--- config.mk ---
export PLATFORM = sky130hd
export DESIGN_NAME = stark_const_pfx_merge
export DESIGN_NICKNAME = d
export VERILOG_FILES = /design/src/rtl/stark_const_pfx_merge_pkg.sv /design/src/rtl/stark_pfx_slot.sv /design/src/rtl/stark_const_pfx_merge.sv
export SDC_FILE = /design/constraint.sdc
export NUM_CORES = 1
export LEC_CHECK = 0
export ABC_AREA = 0
export ABC_CLOCK_PERIOD_IN_PS = 1700
export BUFFER_PORTS_ARGS = -buffer_cell sky130_fd_sc_hd__buf_2
export CORE_MARGIN = 2
export CORE_UTILIZATION = 47
export DETAILED_ROUTE_END_ITERATION = 6
export GPL_TIMING_DRIVEN = 0
export MAX_ROUTING_LAYER = met4
export PLACE_DENSITY = 0.83
export SLEW_MARGIN = 20
export SYNTH_ARGS = -nofsm -noshare
export SYNTH_HDL_FRONTEND = slang
export SYNTH_SLANG_ARGS = --single-unit
--- constraint.sdc ---
create_clock -name clk -period 1.7 [get_ports clk]
set_input_delay 0.34 -clock clk [delete_from_list [all_inputs] [get_ports clk]]
set_output_delay 0.34 -clock clk [all_outputs]
set_load 0.01 [all_outputs]
--- src/rtl/stark_const_pfx_merge_pkg.sv ---
// Shared types and constants for the constant-prefix merge stage.
package stark_const_pfx_merge_pkg;

   localparam int unsigned MAXPFX = 3;

   typedef enum logic [0:0] {
      IDLE = 1'b0,
      HELD = 1'b1
   } pfx_state_e;

   typedef struct packed {
      logic [63:0] val;
      logic        has;
   } merged_imm_t;

   function automatic logic [63:0] sext32(input logic [31:0] v);
      return {{32{v[31]}}, v};
   endfunction

endpackage

--- src/rtl/stark_pfx_slot.sv ---
// One prefix slot: held 32-bit upper value plus the merge mux that forms the 64-bit immediate.
module stark_pfx_slot
   import stark_const_pfx_merge_pkg::*;
(
   input  logic        clk,
   input  logic        rst_n,
   input  logic        clr_i,
   input  logic        load_i,
   input  logic [31:0] imm_i,
   input  logic        has_i,
   output logic        held_o,
   output merged_imm_t merged_o
);

   logic        held_q;
   logic [31:0] val_q;

   // Held value/valid register; a clear always wins over a load.
   always_ff @(posedge clk or negedge rst_n) begin
      if (!rst_n) begin
         held_q <= 1'b0;
         val_q  <= 32'h0000_0000;
      end else if (clr_i) begin
         held_q <= 1'b0;
         val_q  <= 32'h0000_0000;
      end else if (load_i) begin
         held_q <= 1'b1;
         val_q  <= imm_i;
      end else begin
         held_q <= held_q;
         val_q  <= val_q;
      end
   end

   // Merge mux: held prefix supplies the upper half, otherwise sign-extend.
   always_comb begin
      merged_o = '0;
      if (held_q) begin
         merged_o.val = {val_q, imm_i};
         merged_o.has = 1'b1;
      end else begin
         merged_o.val = sext32(imm_i);
         merged_o.has = has_i;
      end
   end

   assign held_o = held_q;

endmodule

--- src/rtl/stark_const_pfx_merge.sv ---
// Absorbs constant-prefix instructions and merges their values into the next
// instruction's immediates, presented through a registered valid/ready output stage.
module stark_const_pfx_merge
   import stark_const_pfx_merge_pkg::*;
#(
   parameter int unsigned PCW = 32
) (
   input  logic           clk,
   input  logic           rst_n,
   input  logic           flush_i,
   input  logic           in_valid,
   output logic           in_ready,
   input  logic [PCW-1:0] in_pc,
   input  logic [31:0]    in_ins,
   input  logic [31:0]    in_imma,
   input  logic [31:0]    in_immb,
   input  logic [31:0]    in_immc,
   input  logic           in_has_imma,
   input  logic           in_has_immb,
   input  logic           in_has_immc,
   input  logic           in_pfxa,
   input  logic           in_pfxb,
   input  logic           in_pfxc,
   output logic           out_valid,
   input  logic           out_ready,
   output logic [PCW-1:0] out_pc,
   output logic [31:0]    out_ins,
   output logic [63:0]    out_imma,
   output logic [63:0]    out_immb,
   output logic [63:0]    out_immc,
   output logic           out_has_imma,
   output logic           out_has_immb,
   output logic           out_has_immc,
   output logic [1:0]     out_npfx,
   output logic           out_pfx_err
);

   pfx_state_e     state_q, state_d;
   logic [1:0]     cnt_q, cnt_d;
   logic           err_q, err_d;
   logic [PCW-1:0] grp_pc_q, grp_pc_d;

   logic           ov_q, ov_d;
   logic [PCW-1:0] opc_q, opc_d;
   logic [31:0]    oins_q, oins_d;
   merged_imm_t    oa_q, oa_d, ob_q, ob_d, oc_q, oc_d;
   logic [1:0]     onpfx_q, onpfx_d;
   logic           oerr_q, oerr_d;

   logic           in_ready_s, accept_s, is_pfx_s, pfx_xfer_s, ins_xfer_s, dup_s, slot_clr_s;
   logic           held_a_s, held_b_s, held_c_s;
   merged_imm_t    mrg_a_s, mrg_b_s, mrg_c_s;

   assign in_ready_s = !ov_q || out_ready;
   assign accept_s   = in_valid && in_ready_s && !flush_i;
   assign is_pfx_s   = in_pfxa || in_pfxb || in_pfxc;
   assign pfx_xfer_s = accept_s && is_pfx_s;
   assign ins_xfer_s = accept_s && !is_pfx_s;
   assign dup_s      = (in_pfxa && held_a_s) || (in_pfxb && held_b_s) || (in_pfxc && held_c_s);
   assign slot_clr_s = flush_i || ins_xfer_s;

   stark_pfx_slot u_slot_a (
      .clk(clk), .rst_n(rst_n), .clr_i(slot_clr_s), .load_i(pfx_xfer_s && in_pfxa),
      .imm_i(in_imma), .has_i(in_has_imma), .held_o(held_a_s), .merged_o(mrg_a_s)
   );
   stark_pfx_slot u_slot_b (
      .clk(clk), .rst_n(rst_n), .clr_i(slot_clr_s), .load_i(pfx_xfer_s && in_pfxb),
      .imm_i(in_immb), .has_i(in_has_immb), .held_o(held_b_s), .merged_o(mrg_b_s)
   );
   stark_pfx_slot u_slot_c (
      .clk(clk), .rst_n(rst_n), .clr_i(slot_clr_s), .load_i(pfx_xfer_s && in_pfxc),
      .imm_i(in_immc), .has_i(in_has_immc), .held_o(held_c_s), .merged_o(mrg_c_s)
   );

   // Group FSM, prefix count, group PC and sticky duplicate flag.
   always_comb begin
      state_d  = state_q;
      cnt_d    = cnt_q;
      err_d    = err_q;
      grp_pc_d = grp_pc_q;
      case (state_q)
         IDLE: begin
            if (pfx_xfer_s) begin
               state_d  = HELD;
               grp_pc_d = in_pc;
            end else begin
               state_d = IDLE;
            end
         end
         HELD: begin
            if (flush_i || ins_xfer_s) begin
               state_d = IDLE;
            end else begin
               state_d = HELD;
            end
         end
         default: state_d = IDLE;
      endcase
      if (flush_i || ins_xfer_s) begin
         cnt_d = 2'd0;
         err_d = 1'b0;
      end else if (pfx_xfer_s) begin
         // A duplicate at full count keeps count at MAXPFX.
         if (cnt_q != 2'(MAXPFX)) begin
            cnt_d = cnt_q + 2'd1;
         end else begin
            cnt_d = cnt_q;
         end
         if (dup_s) begin
            err_d = 1'b1;
         end else begin
            err_d = err_q;
         end
      end else begin
         cnt_d = cnt_q;
      end
   end

   // Output stage next-state: load on a non-prefix transfer, drop on drain or flush.
   always_comb begin
      ov_d    = ov_q;
      opc_d   = opc_q;
      oins_d  = oins_q;
      oa_d    = oa_q;
      ob_d    = ob_q;
      oc_d    = oc_q;
      onpfx_d = onpfx_q;
      oerr_d  = oerr_q;
      if (flush_i) begin
         ov_d = 1'b0;
      end else if (ins_xfer_s) begin
         ov_d    = 1'b1;
         opc_d   = (state_q == HELD) ? grp_pc_q : in_pc;
         oins_d  = in_ins;
         oa_d    = mrg_a_s;
         ob_d    = mrg_b_s;
         oc_d    = mrg_c_s;
         onpfx_d = cnt_q;
         oerr_d  = err_q;
      end else if (out_ready) begin
         ov_d = 1'b0;
      end else begin
         ov_d = ov_q;
      end
   end

   // State and output registers.
   always_ff @(posedge clk or negedge rst_n) begin
      if (!rst_n) begin
         state_q  <= IDLE;
         cnt_q    <= 2'd0;
         err_q    <= 1'b0;
         grp_pc_q <= '0;
         ov_q     <= 1'b0;
         opc_q    <= '0;
         oins_q   <= 32'h0000_0000;
         oa_q     <= '0;
         ob_q     <= '0;
         oc_q     <= '0;
         onpfx_q  <= 2'd0;
         oerr_q   <= 1'b0;
      end else begin
         state_q  <= state_d;
         cnt_q    <= cnt_d;
         err_q    <= err_d;
         grp_pc_q <= grp_pc_d;
         ov_q     <= ov_d;
         opc_q    <= opc_d;
         oins_q   <= oins_d;
         oa_q     <= oa_d;
         ob_q     <= ob_d;
         oc_q     <= oc_d;
         onpfx_q  <= onpfx_d;
         oerr_q   <= oerr_d;
      end
   end

   assign in_ready     = in_ready_s;
   assign out_valid    = ov_q;
   assign out_pc       = opc_q;
   assign out_ins      = oins_q;
   assign out_imma     = oa_q.val;
   assign out_immb     = ob_q.val;
   assign out_immc     = oc_q.val;
   assign out_has_imma = oa_q.has;
   assign out_has_immb = ob_q.has;
   assign out_has_immc = oc_q.has;
   assign out_npfx     = onpfx_q;
   assign out_pfx_err  = oerr_q;

endmodule

==> parameters.txt <==
Parameter                              Value

Worst setup path
  Critical path data arrival time ... 1.81 ns
  Required time reported for the critical path endpoint ... 1.36 ns
  Worst R2R Start ... out_valid$_DFFE_PN0P_
  Endpoint of the most critical setup path ... in_ready
  Largest fanout on the critical path ... 2
  Reg-to-reg setup timing slack ... -0.36 ns
  Crit path launch ... out_valid$_DFFE_PN0P_
  Setup CP Type ... register to primary output
  Launching element type of the critical path ... register
  R2R depth ... 10
  Setup crit end kind ... primary output
  Endpoint of the worst register-to-register path ... out_imma[7]$_DFFE_PN0P_

Yosys
  Number of enable flip-flop cells after synthesis ... 0
  Synth Flop Type ... sky130_fd_sc_hd__dfrtp_1
  Net count of the mapped netlist ... 1394
  Number of distinct library cells after synthesis ... 30
  Most area-consuming cells after synthesis ... sky130_fd_sc_hd__dfrtp_1 63%, sky130_fd_sc_hd__mux2_2 12%, sky130_fd_sc_hd__a31oi_1 9.2%
  Summed instance area of the synthesized netlist ... 0.01586 mm2
  Number of synthesized register bits ... 398
  Yosys warnings ... 0
  Area share of the largest cell type after synthesis ... between 60% and 70%
  Post-synthesis cell count ... 1222
  Seq/Total Area, Yosys ... 62.80%
  Avg Cell Area, Syn ... roughly 13 um2
  Dominant cell type by area after synthesis ... sky130_fd_sc_hd__dfrtp_1
  Synth async-reset ratio ... 100.0%

Floorplanning
  Starting density of the core ... 47.53%
  Die area ... 0.03523 mm2
  Count of pins on the block boundary ... 435
  Die span in y ... 187.7 um
  Core area ... 0.03336 mm2
  Placement row count ... 67
  Die span in x ... 187.7 um

Drt
  Number of nets with antenna violations after routing ... 0
  DRC violation total after the first TritonRoute iteration ... 839
  TritonRoute pass-1 iters ... 6
  Via-to-Cell Ratio ... about 5.8
  Total via count in the routed design ... 13260
  Post-route DRC violation count ... 0
  Routed len/inst ... 22.88 um
  DRT Wirelength ... 52160 um

Clock tree
  Insertion delay to the later sink of the worst-skew pair ... roughly 0.53 ns
  Depth of the CTS H-tree ... 2
  Maximum clock path buffer count ... 3
  Clock tree root driver cell ... sky130_fd_sc_hd__clkbuf_16
  Clock-pin slew reported for the worst setup and hold paths after clock tree synthesis ... 0.06 ns
  Clock tree from TritonCTS ... yes
  Num Clock Sinks ... approximately 400
  CTS Buf Count ... 41

Pwr
  Power dissipated by switching net loads ... between 8000 and 9000 uW
  Leakage component of the power ... approximately 0.011 uW
  Portion of total power attributed to combinational logic ... 22.6%
  Cell-internal power ... ~20000 uW
  Sequential fraction of design power ... 43.5%
  Total power density per cell area ... 1225 mW/mm2
  Share of power burned in the clock network ... approximately a third
  VDD IR max ... 1.066 mV
  Switching part of the total power ... 28.73%

Worst hold path
  Worst hold path class ... primary input to register

Placed design
  Cell area after placement ... 0.01893 mm2
  Number of input and output port buffers inserted ... 433
  Number of placed instances, taps included ... 2107
  Detailed placer's ending HPWL ... 32320 um
  Placer congestion estimate ... 0.8294

GRT
  Number of global-route vias before repair ... 14026
  Number of antenna violations at the first check in global routing ... 6
  Global-route wire length before repair ... ~81000 um
  GRT Overall Usage ... about 30%
  Largest net degree at the start of global routing ... 101
  GRT overflow ... 0

Finish
  Footprint of the flip-flops and latches ... 0.009960 mm2
  Post-route design area ... about 0.023 mm2
  Most common cell after layout, fill and taps aside ... sky130_fd_sc_hd__buf_2
  Net total in the final layout ... 1964
  Commonest cells after routing, fill and taps aside ... 442 x sky130_fd_sc_hd__buf_2, 398 x sky130_fd_sc_hd__dfrtp_1, 206 x sky130_fd_sc_hd__a31oi_1, 117 x sky130_fd_sc_hd__mux2_2
  Ratio of cells with drive above 1 in the final layout ... 50.25%
  Post-Layout Cell Count ... 2280
  Area added between synthesis and finish ... 45.89%
  Fill cells ... 2294
  Combined area of the multi-input logic cells ... 0.005807 mm2

Flow run
  Number of maximum-capacitance violations ... 0

STA
  Post-route minimum period ... roughly 2.2 ns
  Final Hold Viols ... 0
  Setup slack after layout ... -0.4522 ns
  Endpoints failing setup ... 394
  Setup clock skew after layout ... 0.01324 ns
  Measured slew at the worst slew-check pin ... 0.8852 ns
  Setup TNS ... -71.35 ns
  Max-slew violation total from the final report ... 0
  Final period util ... 126.6%
  RSZ-0062 raised after global routing ... yes
  Maximum operating frequency ... 0.4646 GHz
  Relative slew margins ... 40.53%

Run status
  Violations in the final reports ... negative setup slack
  Outcome ... finished with violations
## flip-flops by register name, summed over array words and instances (netlist names), 32 cells and up
signal,flops
u_slot_c.val_q,32
grp_pc_q,32
out_pc,32
u_slot_b.val_q,32
out_ins,32
u_slot_a.val_q,32
out_immc,64
out_immb,64
out_imma,64
## worst min path at each step
stage,from,to,slack (ns),depth (start not counted)
after floorplan,rst_n,cnt_q[0]$_DFFE_PN0P_,0.04,0
after global placement,grp_pc_q[7]$_DFFE_PN0P_,grp_pc_q[7]$_DFFE_PN0P_,0.47,1
after detailed placement,rst_n,u_slot_c.val_q[14]$_DFFE_PN0P_,0.24,1
after CTS,in_immb[11],u_slot_b.val_q[11]$_DFFE_PN0P_,0.02,2
after global routing,in_ins[29],out_ins[29]$_DFFE_PN0P_,0.03,2
final,in_immb[11],u_slot_b.val_q[11]$_DFFE_PN0P_,0.04,2
## per-layer routing
metal  wire, um  track usage (%)
met2      26510            50.26
met3       3852            6.363
met1      19850            36.21
met5          0                -
met4       1942            11.27
## power groups by stage
stage | registers, uW | clock network, uW | logic [uW]
after floorplan | 13000 | 0 | 2230
after global placement | 12300 | 0 | 5570
after detailed placement | 12400 | 0 | 5770
after CTS | 12300 | 9670 | 6280
after global routing | 12500 | 10100 | 6840
final | 12300 | 9580 | 6420
## Yosys cell counts (all sizes together), types with 2 or more instances
cell type	instances
dfrtp	398
a31oi	232
mux2	163
a22o	96
nand2	96
clkbuf	76
buf	49
a21oi	36
mux2i	32
nand2b	7
o21bai	6
nor3	5
nor2	4
and3	3
inv	3
nand3	3
nor2b	3
o21ai	3
nand4	2
## kinds of logic (layout without fill, tap and decap cells)
family,Yosys count,in the layout,share of synthesized area (%)
other,0,7,0
AO/OA/AOI/OAI,375,375,16.09
flip-flops,398,398,62.80
buffers and inverters,128,731,4.039
AND/OR/NAND/NOR,125,125,3.400
multiplexers,195,195,13.59
adder cells (fa/ha/maj),1,1,0.07888
## metrics by stage
| step | hold slack (ns) | total power, uW | util (%) | worst slack [ns] |
|---|---|---|---|---|
| global route | 0.02739 | 29450 | 69.34 | -0.5045 |
| finish | 0.03789 | 28330 | 69.34 | -0.4522 |
| detailed placement | 0.2374 | 18130 | 56.73 | -1.043 |
| global placement | 0.4685 | 17820 | 56.36 | -7.165 |
| CTS | 0.02002 | 28220 | 68.55 | -0.4515 |
| floorplan | 0.04441 | 15240 | - | -0.1552 |
## critical path, stage by stage (launching register included)
cell                         delay, ns
sky130_fd_sc_hd__dfrtp_1          0.35
sky130_fd_sc_hd__nor2b_4          0.18
sky130_fd_sc_hd__buf_6            0.13
sky130_fd_sc_hd__clkinvlp_4       0.11
sky130_fd_sc_hd__clkbuf_16        0.17
sky130_fd_sc_hd__buf_12           0.13
sky130_fd_sc_hd__buf_8            0.11
sky130_fd_sc_hd__buf_6            0.11
## cell type report
cell class | count | area share [%]
diodes | 7 | 0.07571
plain buffers | 116 | 5.457
clock buffers | 62 | 5.392
clock inverters | 14 | 0.8869
inverters | 3 | 0.06490
multi-input cells | 696 | 25.10
flip-flops and latches | 398 | 43.05
well taps | 448 | 2.423
repair buffers | 536 | 17.55
## timing repair
| action | 4_1_cts | 5_1_grt |
|---|---|---|
| resized for setup | 270 | 22 |
| hold endpoints to repair | 37 | 0 |
| pin swaps | 4 | 27 |
| setup endpoints to repair | 399 | 543 |
| hold buffers | 1 | 0 |
| setup buffers | 50 | 9 |
| cloned | 34 | 7 |
Power figures use the tool's default switching activity.
